File: config.mk
export PLATFORM = sky130hd
export DESIGN_NAME = mem_port_arbiter_flat
export DESIGN_NICKNAME = d
export VERILOG_FILES = /design/src/rtl/mem_port_arbiter_pkg.sv /design/src/rtl/mem_port_arbiter_if.sv /design/src/rtl/mem_port_arbiter.sv /design/src/flat_wrapper.sv
export SDC_FILE = /design/constraint.sdc
export NUM_CORES = 1
export LEC_CHECK = 0
export BUFFER_PORTS_ARGS = -buffer_cell sky130_fd_sc_hd__clkbuf_2
export CAP_MARGIN = 5
export CORE_MARGIN = 1
export CORE_UTILIZATION = 45
export DETAILED_ROUTE_END_ITERATION = 10
export HOLD_SLACK_MARGIN = 0.15
export PLACE_DENSITY = 0.87
export SYNTH_ARGS = -nofsm -noshare
export SYNTH_HDL_FRONTEND = slang
export SYNTH_SLANG_ARGS = --single-unit
File: constraint.sdc
create_clock -name clk -period 1.6 [get_ports clk]
set_input_delay 0.08 -clock clk [delete_from_list [all_inputs] [get_ports clk]]
set_output_delay 0.08 -clock clk [all_outputs]
set_load 0.01 [all_outputs]
File: src/rtl/mem_port_arbiter_pkg.sv
// Shared LC-3b memory types and the arbiter state encoding.
// Consumed by mem_port_arbiter_if and mem_port_arbiter.
package lc3b_types;

    typedef logic [15:0] lc3b_word;
    typedef logic [1:0]  lc3b_mem_wmask;

    typedef enum logic [1:0] {
        IDLE   = 2'b00,
        BUSY_A = 2'b01,
        BUSY_B = 2'b10
    } arb_state_t;

    typedef enum logic {
        PORT_A = 1'b0,
        PORT_B = 1'b1
    } port_t;

endpackage

File: src/rtl/mem_port_arbiter_if.sv
// Bundle of the instruction port, data port and physical-memory port.
// The slave modport is the arbiter's view; master is the surrounding system.
interface mem_port_arbiter_if;
    import lc3b_types::*;

    logic          mem_read_a;
    lc3b_word      mem_address_a;
    lc3b_word      mem_rdata_a;
    logic          mem_resp_a;

    logic          mem_read_b;
    logic          mem_write_b;
    lc3b_mem_wmask mem_wmask_b;
    lc3b_word      mem_address_b;
    lc3b_word      mem_wdata_b;
    lc3b_word      mem_rdata_b;
    logic          mem_resp_b;

    logic          pmem_read;
    logic          pmem_write;
    lc3b_word      pmem_address;
    lc3b_word      pmem_wdata;
    lc3b_mem_wmask pmem_wmask;
    lc3b_word      pmem_rdata;
    logic          pmem_resp;

    modport slave (
        input  mem_read_a, mem_address_a,
        output mem_rdata_a, mem_resp_a,
        input  mem_read_b, mem_write_b, mem_wmask_b, mem_address_b, mem_wdata_b,
        output mem_rdata_b, mem_resp_b,
        output pmem_read, pmem_write, pmem_address, pmem_wdata, pmem_wmask,
        input  pmem_rdata, pmem_resp
    );

    modport master (
        output mem_read_a, mem_address_a,
        input  mem_rdata_a, mem_resp_a,
        output mem_read_b, mem_write_b, mem_wmask_b, mem_address_b, mem_wdata_b,
        input  mem_rdata_b, mem_resp_b,
        input  pmem_read, pmem_write, pmem_address, pmem_wdata, pmem_wmask,
        output pmem_rdata, pmem_resp
    );

endinterface

File: src/rtl/mem_port_arbiter.sv
// Two-port (fetch A / data B) arbiter onto a single physical memory port.
// Optional macro ARB_ROUND_ROBIN_EN: alternate grants on contention instead of fixed B priority.
module mem_port_arbiter
    import lc3b_types::*;
(
    input  logic              clk,
    input  logic              rst_n,
    mem_port_arbiter_if.slave bus
);

    arb_state_t    state_r;
    arb_state_t    state_s;
    lc3b_word      addr_r;
    lc3b_word      wdata_r;
    lc3b_mem_wmask wmask_r;
    logic          write_r;
    logic          flush_r;
    lc3b_word      rdata_a_r;
    lc3b_word      rdata_b_r;
`ifdef ARB_ROUND_ROBIN_EN
    port_t         last_grant_r;
`endif

    logic req_a_s;
    logic req_b_s;
    logic grant_b_s;
    logic served_req_s;
    logic resp_a_s;
    logic resp_b_s;

    // Request decode, grant choice and response qualification
    always_comb begin
        req_a_s = bus.mem_read_a;
        req_b_s = bus.mem_read_b | bus.mem_write_b;
`ifdef ARB_ROUND_ROBIN_EN
        grant_b_s = req_b_s && (!req_a_s || (last_grant_r == PORT_A));
`else
        grant_b_s = req_b_s;
`endif
        if (state_r == BUSY_A) begin
            served_req_s = req_a_s;
        end else begin
            served_req_s = req_b_s;
        end
        // A requester that has let go of its request gets no response
        resp_a_s = (state_r == BUSY_A) && bus.pmem_resp && req_a_s && !flush_r;
        resp_b_s = (state_r == BUSY_B) && bus.pmem_resp && req_b_s && !flush_r;
    end

    // Next-state logic
    always_comb begin
        state_s = state_r;
        case (state_r)
            IDLE: begin
                if (grant_b_s) begin
                    state_s = BUSY_B;
                end else if (req_a_s) begin
                    state_s = BUSY_A;
                end else begin
                    state_s = IDLE;
                end
            end
            BUSY_A, BUSY_B: begin
                if (bus.pmem_resp) begin
                    state_s = IDLE;
                end else begin
                    state_s = state_r;
                end
            end
            default: state_s = IDLE;
        endcase
    end

    // State, grant-time transaction copy, flush flag and held read data
    always_ff @(posedge clk or negedge rst_n) begin
        if (!rst_n) begin
            state_r   <= IDLE;
            addr_r    <= 16'h0000;
            wdata_r   <= 16'h0000;
            wmask_r   <= 2'b00;
            write_r   <= 1'b0;
            flush_r   <= 1'b0;
            rdata_a_r <= 16'h0000;
            rdata_b_r <= 16'h0000;
`ifdef ARB_ROUND_ROBIN_EN
            last_grant_r <= PORT_A;
`endif
        end else begin
            state_r <= state_s;
            if (state_r == IDLE) begin
                flush_r <= 1'b0;
                if (grant_b_s) begin
                    addr_r  <= bus.mem_address_b;
                    wdata_r <= bus.mem_wdata_b;
                    wmask_r <= bus.mem_wmask_b;
                    write_r <= bus.mem_write_b;
`ifdef ARB_ROUND_ROBIN_EN
                    last_grant_r <= PORT_B;
`endif
                end else if (req_a_s) begin
                    addr_r  <= bus.mem_address_a;
                    wdata_r <= 16'h0000;
                    wmask_r <= 2'b00;
                    write_r <= 1'b0;
`ifdef ARB_ROUND_ROBIN_EN
                    last_grant_r <= PORT_A;
`endif
                end
            end else if (!served_req_s) begin
                flush_r <= 1'b1;
            end
            if (resp_a_s) begin
                rdata_a_r <= bus.pmem_rdata;
            end
            if (resp_b_s) begin
                rdata_b_r <= bus.pmem_rdata;
            end
        end
    end

    assign bus.pmem_read    = (state_r != IDLE) && !write_r;
    assign bus.pmem_write   = (state_r != IDLE) && write_r;
    assign bus.pmem_address = addr_r;
    assign bus.pmem_wdata   = wdata_r;
    assign bus.pmem_wmask   = wmask_r;

    // Read data is forwarded in the response cycle and held afterwards
    assign bus.mem_resp_a  = resp_a_s;
    assign bus.mem_resp_b  = resp_b_s;
    assign bus.mem_rdata_a = resp_a_s ? bus.pmem_rdata : rdata_a_r;
    assign bus.mem_rdata_b = resp_b_s ? bus.pmem_rdata : rdata_b_r;

endmodule

File: src/flat_wrapper.sv
// flat-port wrapper written by rule: the top's interface ports become plain ports
module mem_port_arbiter_flat import lc3b_types::*;
  (clk, rst_n, bus_mem_read_a, bus_mem_address_a, bus_mem_rdata_a, bus_mem_resp_a, bus_mem_read_b, bus_mem_write_b, bus_mem_wmask_b, bus_mem_address_b, bus_mem_wdata_b, bus_mem_rdata_b, bus_mem_resp_b, bus_pmem_read, bus_pmem_write, bus_pmem_address, bus_pmem_wdata, bus_pmem_wmask, bus_pmem_rdata, bus_pmem_resp);
  mem_port_arbiter_if bus_i ();
  input  logic clk;
  input  logic rst_n;
  input wire logic [$bits(bus_i.mem_read_a)-1:0] bus_mem_read_a;
  input wire logic [$bits(bus_i.mem_address_a)-1:0] bus_mem_address_a;
  output wire logic [$bits(bus_i.mem_rdata_a)-1:0] bus_mem_rdata_a;
  output wire logic [$bits(bus_i.mem_resp_a)-1:0] bus_mem_resp_a;
  input wire logic [$bits(bus_i.mem_read_b)-1:0] bus_mem_read_b;
  input wire logic [$bits(bus_i.mem_write_b)-1:0] bus_mem_write_b;
  input wire logic [$bits(bus_i.mem_wmask_b)-1:0] bus_mem_wmask_b;
  input wire logic [$bits(bus_i.mem_address_b)-1:0] bus_mem_address_b;
  input wire logic [$bits(bus_i.mem_wdata_b)-1:0] bus_mem_wdata_b;
  output wire logic [$bits(bus_i.mem_rdata_b)-1:0] bus_mem_rdata_b;
  output wire logic [$bits(bus_i.mem_resp_b)-1:0] bus_mem_resp_b;
  output wire logic [$bits(bus_i.pmem_read)-1:0] bus_pmem_read;
  output wire logic [$bits(bus_i.pmem_write)-1:0] bus_pmem_write;
  output wire logic [$bits(bus_i.pmem_address)-1:0] bus_pmem_address;
  output wire logic [$bits(bus_i.pmem_wdata)-1:0] bus_pmem_wdata;
  output wire logic [$bits(bus_i.pmem_wmask)-1:0] bus_pmem_wmask;
  input wire logic [$bits(bus_i.pmem_rdata)-1:0] bus_pmem_rdata;
  input wire logic [$bits(bus_i.pmem_resp)-1:0] bus_pmem_resp;
  assign bus_i.mem_read_a = bus_mem_read_a;
  assign bus_i.mem_address_a = bus_mem_address_a;
  assign bus_mem_rdata_a = bus_i.mem_rdata_a;
  assign bus_mem_resp_a = bus_i.mem_resp_a;
  assign bus_i.mem_read_b = bus_mem_read_b;
  assign bus_i.mem_write_b = bus_mem_write_b;
  assign bus_i.mem_wmask_b = bus_mem_wmask_b;
  assign bus_i.mem_address_b = bus_mem_address_b;
  assign bus_i.mem_wdata_b = bus_mem_wdata_b;
  assign bus_mem_rdata_b = bus_i.mem_rdata_b;
  assign bus_mem_resp_b = bus_i.mem_resp_b;
  assign bus_pmem_read = bus_i.pmem_read;
  assign bus_pmem_write = bus_i.pmem_write;
  assign bus_pmem_address = bus_i.pmem_address;
  assign bus_pmem_wdata = bus_i.pmem_wdata;
  assign bus_pmem_wmask = bus_i.pmem_wmask;
  assign bus_i.pmem_rdata = bus_pmem_rdata;
  assign bus_i.pmem_resp = bus_pmem_resp;
  mem_port_arbiter u_core (.clk(clk), .rst_n(rst_n), .bus(bus_i));
endmodule
# Yosys cells after proc, flatten, opt, wreduce, memory -nomap -nowiden
# Index checks and enable logic that the tools add are counted.
# op_classes
addsub	0
multipliers	0
div	0
order_cmp	0
eq_ne	4
shifts	0
n_mux	17
bitwise	1
n_reduce_logical	15
# ops
op	n
$mux W16	6
$logic_and A1 B1 Y1	8
$mux W2	4
$mux W1	6
$ne A2 B2 Y1 const B	2
$pmux W2 S2	1
$reduce_bool A2 Y1	2
$eq A2 B1 Y1 const B	1
$eq A2 B2 Y1 const B	1
$logic_not A1 Y1	2
$logic_not A2 Y1	1
$reduce_and A2 Y1	1
$reduce_or A2 Y1	1
$or A1 B1 Y1	1
# totals
ff_bits	70
latchBits	0
mem_bits_rw	0
mem_bits_ro	0
in_bits	72
output_inout_bits	70
wordCells	45
n_memories	0

# Depth between registers and ports, before layout
# Gate-level depths: netlist of the first run.
# logic_depth
ltp_word	5
depth_mapped	6
ltp_nobuf	5

# Least setup slack after synthesis of the first run
# No wires, ideal clock.
# synth_path
kind	register -> register
start	register u_core.state_r[0]
end	register u_core.rdata_b_r[10]
setup_ps	133
arrival_ps	1353
required_time_ps	1467
path_slack_ps	114
path_stages_with_launch	7
n_path_buf	2
period_less_slack_ps	1486
cell_sequence	dfrtp_1 > inv_1 > ha_1 > and3b_1 > buf_6 > buf_6 > mux2_4
# synth_via
elab_chain_cells	5
# synth_lines
item	line_no	source
start: declaration	mem_port_arbiter.sv:11	arb_state_t state_r;
start signal: assignment	mem_port_arbiter.sv:89	state_r <= state_s;
$eq A2 B2 Y1	mem_port_arbiter.sv:47	resp_b_s = (state_r == BUSY_B) && bus.pmem_resp && req_b_s && !flush_r;
$logic_and A1 B1 Y1 (3 in a row)	mem_port_arbiter.sv:47	
named net bus_mem_resp_b	flat_wrapper.sv:17	output wire logic [$bits(bus_i.mem_resp_b)-1:0] bus_mem_resp_b;
$mux W16	-	
named net bus_mem_rdata_b[10]	flat_wrapper.sv:16	output wire logic [$bits(bus_i.mem_rdata_b)-1:0] bus_mem_rdata_b;
end signal: assignment	mem_port_arbiter.sv:116	rdata_b_r <= bus.pmem_rdata;
end: declaration	mem_port_arbiter.sv:19	lc3b_word rdata_b_r;
# The timed path passes the listed nets, and every way through them passes these cells.
# A chain may end at the register's enable or synchronous reset.

# Worst setup path after layout of the first run
# layout_path
start	register u_core.state_r[0]
end	output port bus_mem_rdata_b[0]
# layout_via
elab_chain_cells	5
# layout_lines
item	line_no	source
$eq A2 B2 Y1	mem_port_arbiter.sv:47	
$logic_and A1 B1 Y1 (3 in a row)	mem_port_arbiter.sv:47	
$mux W16	mem_port_arbiter.sv:131	assign bus.mem_rdata_b = resp_b_s ? bus.pmem_rdata : rdata_b_r;
end: declaration	flat_wrapper.sv:16	
# Every way passes these cells.

==> summary.md, run 1 <==
For this run the aggregate overflow at the end of global routing stands at 0. Top flip-flop cell by instance count after synthesis: sky130_fd_sc_hd__dfrtp_1. The number of flops mapped to enable cells by yosys works out to 0. The worst min-delay path category was input port to flop. Setup repair after global routing could not meet its margin everywhere. The via count of the first global-routing pass was 2761; the worst vdd rail ir drop was 1.19 mV. Max-slew violation count: 0. For the sum of negative setup slack, the log shows -12.41 ns. The type of destination of the critical path was an output port.

The vertical extent of the die came out at 81.6 um. Summed over all instances, the cell type with the most area after synthesis is sky130_fd_sc_hd__dfrtp_1. The die width is 81.6 um. Kind of critical path: flop to output port. The number of antenna diodes in the final layout is 0. For the starting density of the core, the log shows 47.3%. After synthesis, the share of flip-flops with an asynchronous set or reset is 100%. For the gate count after technology mapping, the log shows 205. The run finished, with violations left. After detailed routing, the number of vias per cell comes to 5.15. The checks that failed: setup timing.

The actual slew at the worst max-slew pin is 0.512 ns, and the number of library cell types mapped by synthesis is 22. The analysis attributes to cell leakage a power of 2.59 nW. For flop-to-flop paths, the worst setup slack is -0.23 ns. The time the final worst path needs with I/O delays and setup is 2.03 ns.

Between clock sinks in the finished design, the worst skew comes to 0.0135 ns. Summed over its instances, the top area cell type makes up 61.5% of the synthesized netlist area. After the last flow step, the layout net total stands at 518. The logs give 0.00848 W for the power after layout and 0 for the DRC violation count after routing. The H-tree depth reported by CTS is 3. The CTS buffer count is 9. The worst path uses 127% of the clock period. The run gives 0 as the residual antenna-violating net count after detailed routing.

The area growth from synthesis to layout is 74.6%. The first detailed-routing pass took 4 iterations. At the end of routability-driven placement, the weighted congestion stood at 0.729. After clock tree synthesis, the clock-pin slew on the worst setup and hold paths is 0.07 ns. The mapped cell area is 2850 um^2, and the final worst-path setup slack is -0.431 ns. The tools report the part of the Yosys area used for sequential elements as 61.5%. Setup violations remaining at the end of the flow were counted as 44. Dividing the detail-routed wire length by the instance count gives 19.1 um. Startpoint type of the worst setup path: a flop. The logs give 9.97 mm for the sum of routed wire length over all layers and 0.34 ns for the clock insertion delay at the later pin of the skew report. The relative slew slack is 65.9%. The library cell used as clock root buffer was sky130_fd_sc_hd__clkbuf_8. The half-perimeter wire length after detailed placement was 4.70 mm; the filler-free cell count of the finished design was 523. A synthesized cell averages 13.9 um^2. During placement, the flow inserted port buffers numbering 141. The count of endpoints failing hold in the final timing report was 0. The first global-routing pass estimated 13.3 mm of wire. The run gives 142 as the number of top-level pins. Static timing analysis puts the maximum clock frequency at 492 MHz. The Yosys step of the flow raised 0 warnings. The largest fanout on the critical path was 5; the number of sinks handled by clock tree synthesis was 70. In this run the core area contains 28 standard-cell rows.

For the required time reported for the critical path endpoint, the log shows 1.52 ns. At the worst endpoint, the arrival time is 1.95 ns. The run gives 108 as the number of DRC markers in iteration 0. The finished cells cover 4970 um^2. By count the netlist is led by sky130_fd_sc_hd__dfrtp_1 (70), sky130_fd_sc_hd__mux2_2 (24), sky130_fd_sc_hd__nand2_1 (20), sky130_fd_sc_hd__a22o_1 (18), sky130_fd_sc_hd__mux2i_1 (16).

Fraction of layout instances using a drive strength above 1: 49.6%. Hold is met by 0.262 ns. For the number of antenna violations at the first check in global routing, the log shows 0.

Max-cap violations in this run came to 0. The number of cells after detailed placement is 420, and the number of register bits inferred by synthesis is 70. The number of vias after detailed routing was 2691; the area of the die was 6650 um^2. The tools report the global routing usage summed across all routing layers as 27.7%. By area the synthesized netlist is led by sky130_fd_sc_hd__dfrtp_1 (61%), sky130_fd_sc_hd__mux2_2 (9.5%), sky130_fd_sc_hd__mux2i_1 (5.6%), sky130_fd_sc_hd__a22o_1 (5.5%), sky130_fd_sc_hd__mux2_4 (4.7%).

TritonCTS built the clock tree. The total power divided by cell area was 1700 nW/um^2. The number of nets in the synthesized netlist is 280. The placed instance area is 3710 um^2. Entering global routing, the biggest net connects 44 pins. The core region is 6030 um^2. The most instantiated library cell after synthesis was sky130_fd_sc_hd__dfrtp_1.

The run gives 2 as the worst-case clock buffer depth.
## per-layer routing
metal / up-vias / track usage, % / wire length [um]
met5: - / 0 / 0
met4: 0 / 11.2 / 313
met2: 139 / 54.1 / 5350
met1: 1327 / 27.4 / 3610
met3: 28 / 7.22 / 695
li1: 1197 / - / -
## path summary, 6_finish.rpt
path	startpoint	endpoint	cells past startpoint
worst min-delay path	bus_mem_read_b	u_core.flush_r	4
worst max-delay path	u_core.state_r[0]	bus_mem_rdata_b[0]	8
worst min register to register	u_core.bus.pmem_address[13]	u_core.bus.pmem_address[13]	2
min in group asynchronous	rst_n	u_core.rdata_b_r[1]	2
max in group asynchronous	rst_n	u_core.bus.pmem_wdata[3]	3
worst max register to register	u_core.state_r[0]	u_core.rdata_b_r[7]	9
## cell families after synthesis
kind of cell	synth area share (%)
muxes	19.9
and+or+nand+nor	4.66
buffers and inverters	3.38
AOI/OAI and AO/OA	9.31
adders and majority gates	1.32
DFF	61.5
## what timing repair did
action,in CTS,in global routing
hold buffers,71,0
gates cloned,2,1
pin swaps,1,0
endpoints found under the setup margin,53,53
gates resized for setup,38,31
setup buffers,12,5
endpoints found under the hold margin,139,0
## stage by stage
step	util (%)	setup WS (ns)
6_report	82.6	-0.431
5_1_grt	82.6	-0.493
4_1_cts	81.0	-0.424
2_1_floorplan	-	0.114
3_5_place_dp	61.6	-0.317
3_3_place_gp	61.6	-0.310
## layout make-up
| cell class | count | area [um^2] |
|---|---|---|
| repair buffers | 239 | 1830 |
| flip-flops and latches | 70 | 1750 |
| multi-input cells | 119 | 1120 |
| fillers | 317 | 1050 |
| clock buffers | 12 | 145 |
| well taps | 75 | 93.8 |
| clock inverters | 4 | 22.5 |
| inverters | 4 | 15.0 |
## flip-flops by register name, indices dropped and copies added, names as in the netlist
register	count
u_core.write_r	1
u_core.rdata_a_r	16
u_core.bus.pmem_address	16
u_core.state_r	2
u_core.bus.pmem_wmask	2
u_core.bus.pmem_wdata	16
u_core.flush_r	1
u_core.rdata_b_r	16
## cell usage in the layout, fill, tap and decap left out, drive strengths merged
cell / n
nor2: 2
nand3: 1
dfrtp: 70
dlygate4sd3: 71
clkinv: 3
nand2: 20
clkinvlp: 1
nor2b: 3
inv: 4
mux2: 33
o21ai: 18
buf: 38
nand4: 1
clkbuf: 142
a22o: 18
o31ai: 1
ha: 3
and3b: 1
a21oi: 1
mux2i: 16
nand2b: 1
## critical path, cell delays in order, from the launching register on
cell,delay [ns]
sky130_fd_sc_hd__dfrtp_1,0.37
sky130_fd_sc_hd__inv_2,0.05
sky130_fd_sc_hd__buf_6,0.11
sky130_fd_sc_hd__ha_4,0.14
sky130_fd_sc_hd__and3b_2,0.23
sky130_fd_sc_hd__buf_12,0.14
sky130_fd_sc_hd__buf_12,0.13
sky130_fd_sc_hd__mux2_4,0.31
sky130_fd_sc_hd__buf_6,0.13
## power by group
group          internal, W  switching [W]
combinational      0.00230        0.00194
sequential         0.00256       0.000429
clock             0.000599       0.000650
total              0.00545        0.00302
(Power assumes the default switching activity.)
==> run 2, diff against run 1 <==
- CTS_BUF_LIST: not set -> sky130_fd_sc_hd__clkbuf_16
==> summary.md, run 2 (same netlist as run 1, synthesis figures left out) <==
The flow ran to the end, but the final reports show violations. The checks that failed: setup timing. Of the cells placed in the final design, the portion with a size suffix greater than 1 is 51.0%. For the count of endpoints failing hold in the final timing report, the log shows 0. The time the final worst path needs with I/O delays and setup was 2.10 ns. In the finished design, the share of the clock period the worst path needs comes to 131%.

The cell that appears most often on the critical path is sky130_fd_sc_hd__buf_4. TritonCTS built the clock tree. The first global-routing pass estimated 13.1 mm of wire.

The placement row count was 28. For this block, the initial DRC count from the detailed router was 98. Data on the critical path is required at its endpoint by 1.85 ns. The tools report the final worst-path setup slack as -0.497 ns. The tools report the type of destination of the critical path as a flop. For the CTS buffer count, the log shows 9.

The total overflow left after global routing is 0. Setup repair after global routing could not meet its margin everywhere. The run gives 0 as the max-slew violation count.

In the layout the commonest cells are sky130_fd_sc_hd__clkbuf_2 (120), sky130_fd_sc_hd__dlygate4sd3_1 (71), sky130_fd_sc_hd__dfrtp_1 (70). The number of vias after detailed routing was 2801. The run gives 0 as the DRC violation count after routing.

Once layout is complete, the utilization of the core stands at 86.8%. The filler cells instantiated in the layout total 257. Summed over all layers, the routed wires come to 10.8 mm. The core box area is 6030 um^2. Summed over all nets, the half-perimeter wirelength after detailed placement is 4.70 mm.

The run gives 86 as the total setup violations reported at the end of the flow. The number of top-level pins came out at 142. On the final layout, the worst clock skew is 0.00698 ns. The leakage power figure came out at 2.69 nW. Relative to the synthesized area, the layout overhead comes to 83.7%. The data arrival time of the critical path was 2.35 ns; the number of antenna violations at the first check in global routing was 0.

At the end of routability-driven placement, the weighted congestion stood at 0.729. The worst min-delay path category is input port to flop. The library cell used most frequently in the layout, excluding fill and tap cells, is sky130_fd_sc_hd__clkbuf_2.

Most heavily used metal layer in global routing: met2. Input and output buffers added on the ports amount to 141. Walking the worst path, the cells encountered are inv_2, buf_4, buf_4, buf_4, buf_4, buf_4, ha_2, buf_6, o31ai_4, buf_12, buf_8, a22o_1. The initial utilization of the core area, before any placement, comes to 47.3%. The run gives 3 as the H-tree depth reported by CTS.

The largest fanout on the critical path is 8. Among all stages on the critical path, the largest delay is contributed by sky130_fd_sc_hd__dfrtp_1. The pre-antenna-repair detailed-routing pass consisted of 4 iterations.

For met2 alone, demand over resource in global routing was 51.6%. The die width was 81.6 um; the global routing usage summed across all routing layers was 27.4%. The clock net in this run drives a total of 70 sinks. The die covers 6650 um^2. The via count of the first global-routing pass came out at 2793. The average wire per standard cell was 20.2 um.

The worst-case clock buffer depth is 2, and the worst vdd rail ir drop is 1.36 mV. For this run, the slowest stage of the critical path takes 0.38 ns. Entering global routing, the biggest net connects 44 pins. The clock transition time at the flip-flop clock pins of the worst setup and hold paths works out to 0.06 ns. Measured against its own limit, the worst slew margin works out to 62.0%.

Dividing total power by cell area gives a power density of 1810 nW/um^2. Static timing analysis puts the maximum clock frequency at 477 MHz. Once detail routing completed, the nets flagged for antenna violations numbered 0. The cell sitting at the root of the clock tree is a sky130_fd_sc_hd__clkbuf_16. For this run, global-route usage on met1 was measured as 27.5%.

The ratio of routed vias to standard cells came out at 5.27. For the pin with the worst max-slew slack, the measured transition is 0.570 ns. The tools report the met3 track demand over resource in global routing as 6.89%.

The later pin in the worst-skew pair is clocked with a latency of 0.33 ns. The floorplan step set the die height to 81.6 um. The run gives 0 as the count of max-cap constraint violations. The critical path is of the flop to flop type. Total inserted antenna cells: 0. After the last flow step, the layout net total stands at 527. The worst setup path is launched from a flop. Total power for the finished layout comes to 0.00945 W.
[run 2: cell types whose count changed in the layout (fill, tap and decap cells not counted), sizes merged]
cell	previous run	this run
clkinv	3	4
clkbuf	142	134
buf	38	52
inv	4	6
[run 2: stage by stage]
step / hold slack [ns] / instance area, um^2 / setup TNS, ns / cells / setup slack [ns]
after floorplan: -0.216 / 2850 / 0 / 205 / 0.114
after global placement: 0.0594 / 3710 / -5.29 / 420 / -0.310
after detailed placement: 0.0713 / 3710 / -5.94 / 420 / -0.317
after CTS: 0.189 / 4810 / -23.14 / 515 / -0.402
after global routing: 0.277 / 5230 / -35.72 / 532 / -0.542
final: 0.211 / 5230 / -30.51 / 532 / -0.497
[run 2: area by class of cell]
class / instances / area, um^2 / area share, %
inverter: 4 / 15.0 / 0.287
tap: 75 / 93.8 / 1.79
sequential: 70 / 1750 / 33.5
timing repair buffer: 248 / 2020 / 38.6
clock buffer: 9 / 225 / 4.30
clock inverter: 7 / 33.8 / 0.646
multi-input combinational: 119 / 1090 / 20.9
[run 2: critical path, delay by kind of cell, from the launching register on]
kind / cells / cell delay, ns
compound gates: 2 / 0.31
flops: 1 / 0.38
fa+ha+maj: 1 / 0.19
buf+inv: 9 / 1.13
[run 2: worst paths after layout]
| kind | startpoint | end | slack (ns) | depth (start not counted) |
|---|---|---|---|---|
| setup / recovery | u_core.state_r[0] | u_core.bus.pmem_wdata[3] | -0.50 | 12 |
| hold / removal | bus_mem_read_b | u_core.flush_r | 0.21 | 4 |
| setup reg to reg | u_core.state_r[0] | u_core.bus.pmem_wdata[3] | -0.50 | 12 |
| hold reg to reg | u_core.bus.pmem_address[13] | u_core.bus.pmem_address[13] | 0.48 | 2 |
| max in group asynchronous | rst_n | u_core.state_r[0] | 0.71 | 3 |
| min in group asynchronous | rst_n | u_core.rdata_a_r[3] | 0.28 | 2 |
[run 2: metal layers]
metal | vias to the layer above | wire length, um
met1 | 1383 | 3830
met4 | 0 | 396
met5 | - | 0
li1 | 1224 | -
met2 | 155 | 5890
met3 | 39 | 642
[run 2: what timing repair did]
action / in CTS / in global routing
pin swaps: 0 / 4
endpoints found under the hold margin: 139 / 0
setup buffers: 6 / 9
gates resized for setup: 18 / 68
cloned: 2 / 8
endpoints found under the setup margin: 52 / 85
hold buffers: 71 / 0
[run 2: power breakdown]
group | switching, W | internal (W) | total [W] | leakage (nW)
clock | 0.000729 | 0.00102 | 0.00175 | 0.135
sequential | 0.000451 | 0.00257 | 0.00302 | 0.871
combinational | 0.00210 | 0.00258 | 0.00468 | 1.69
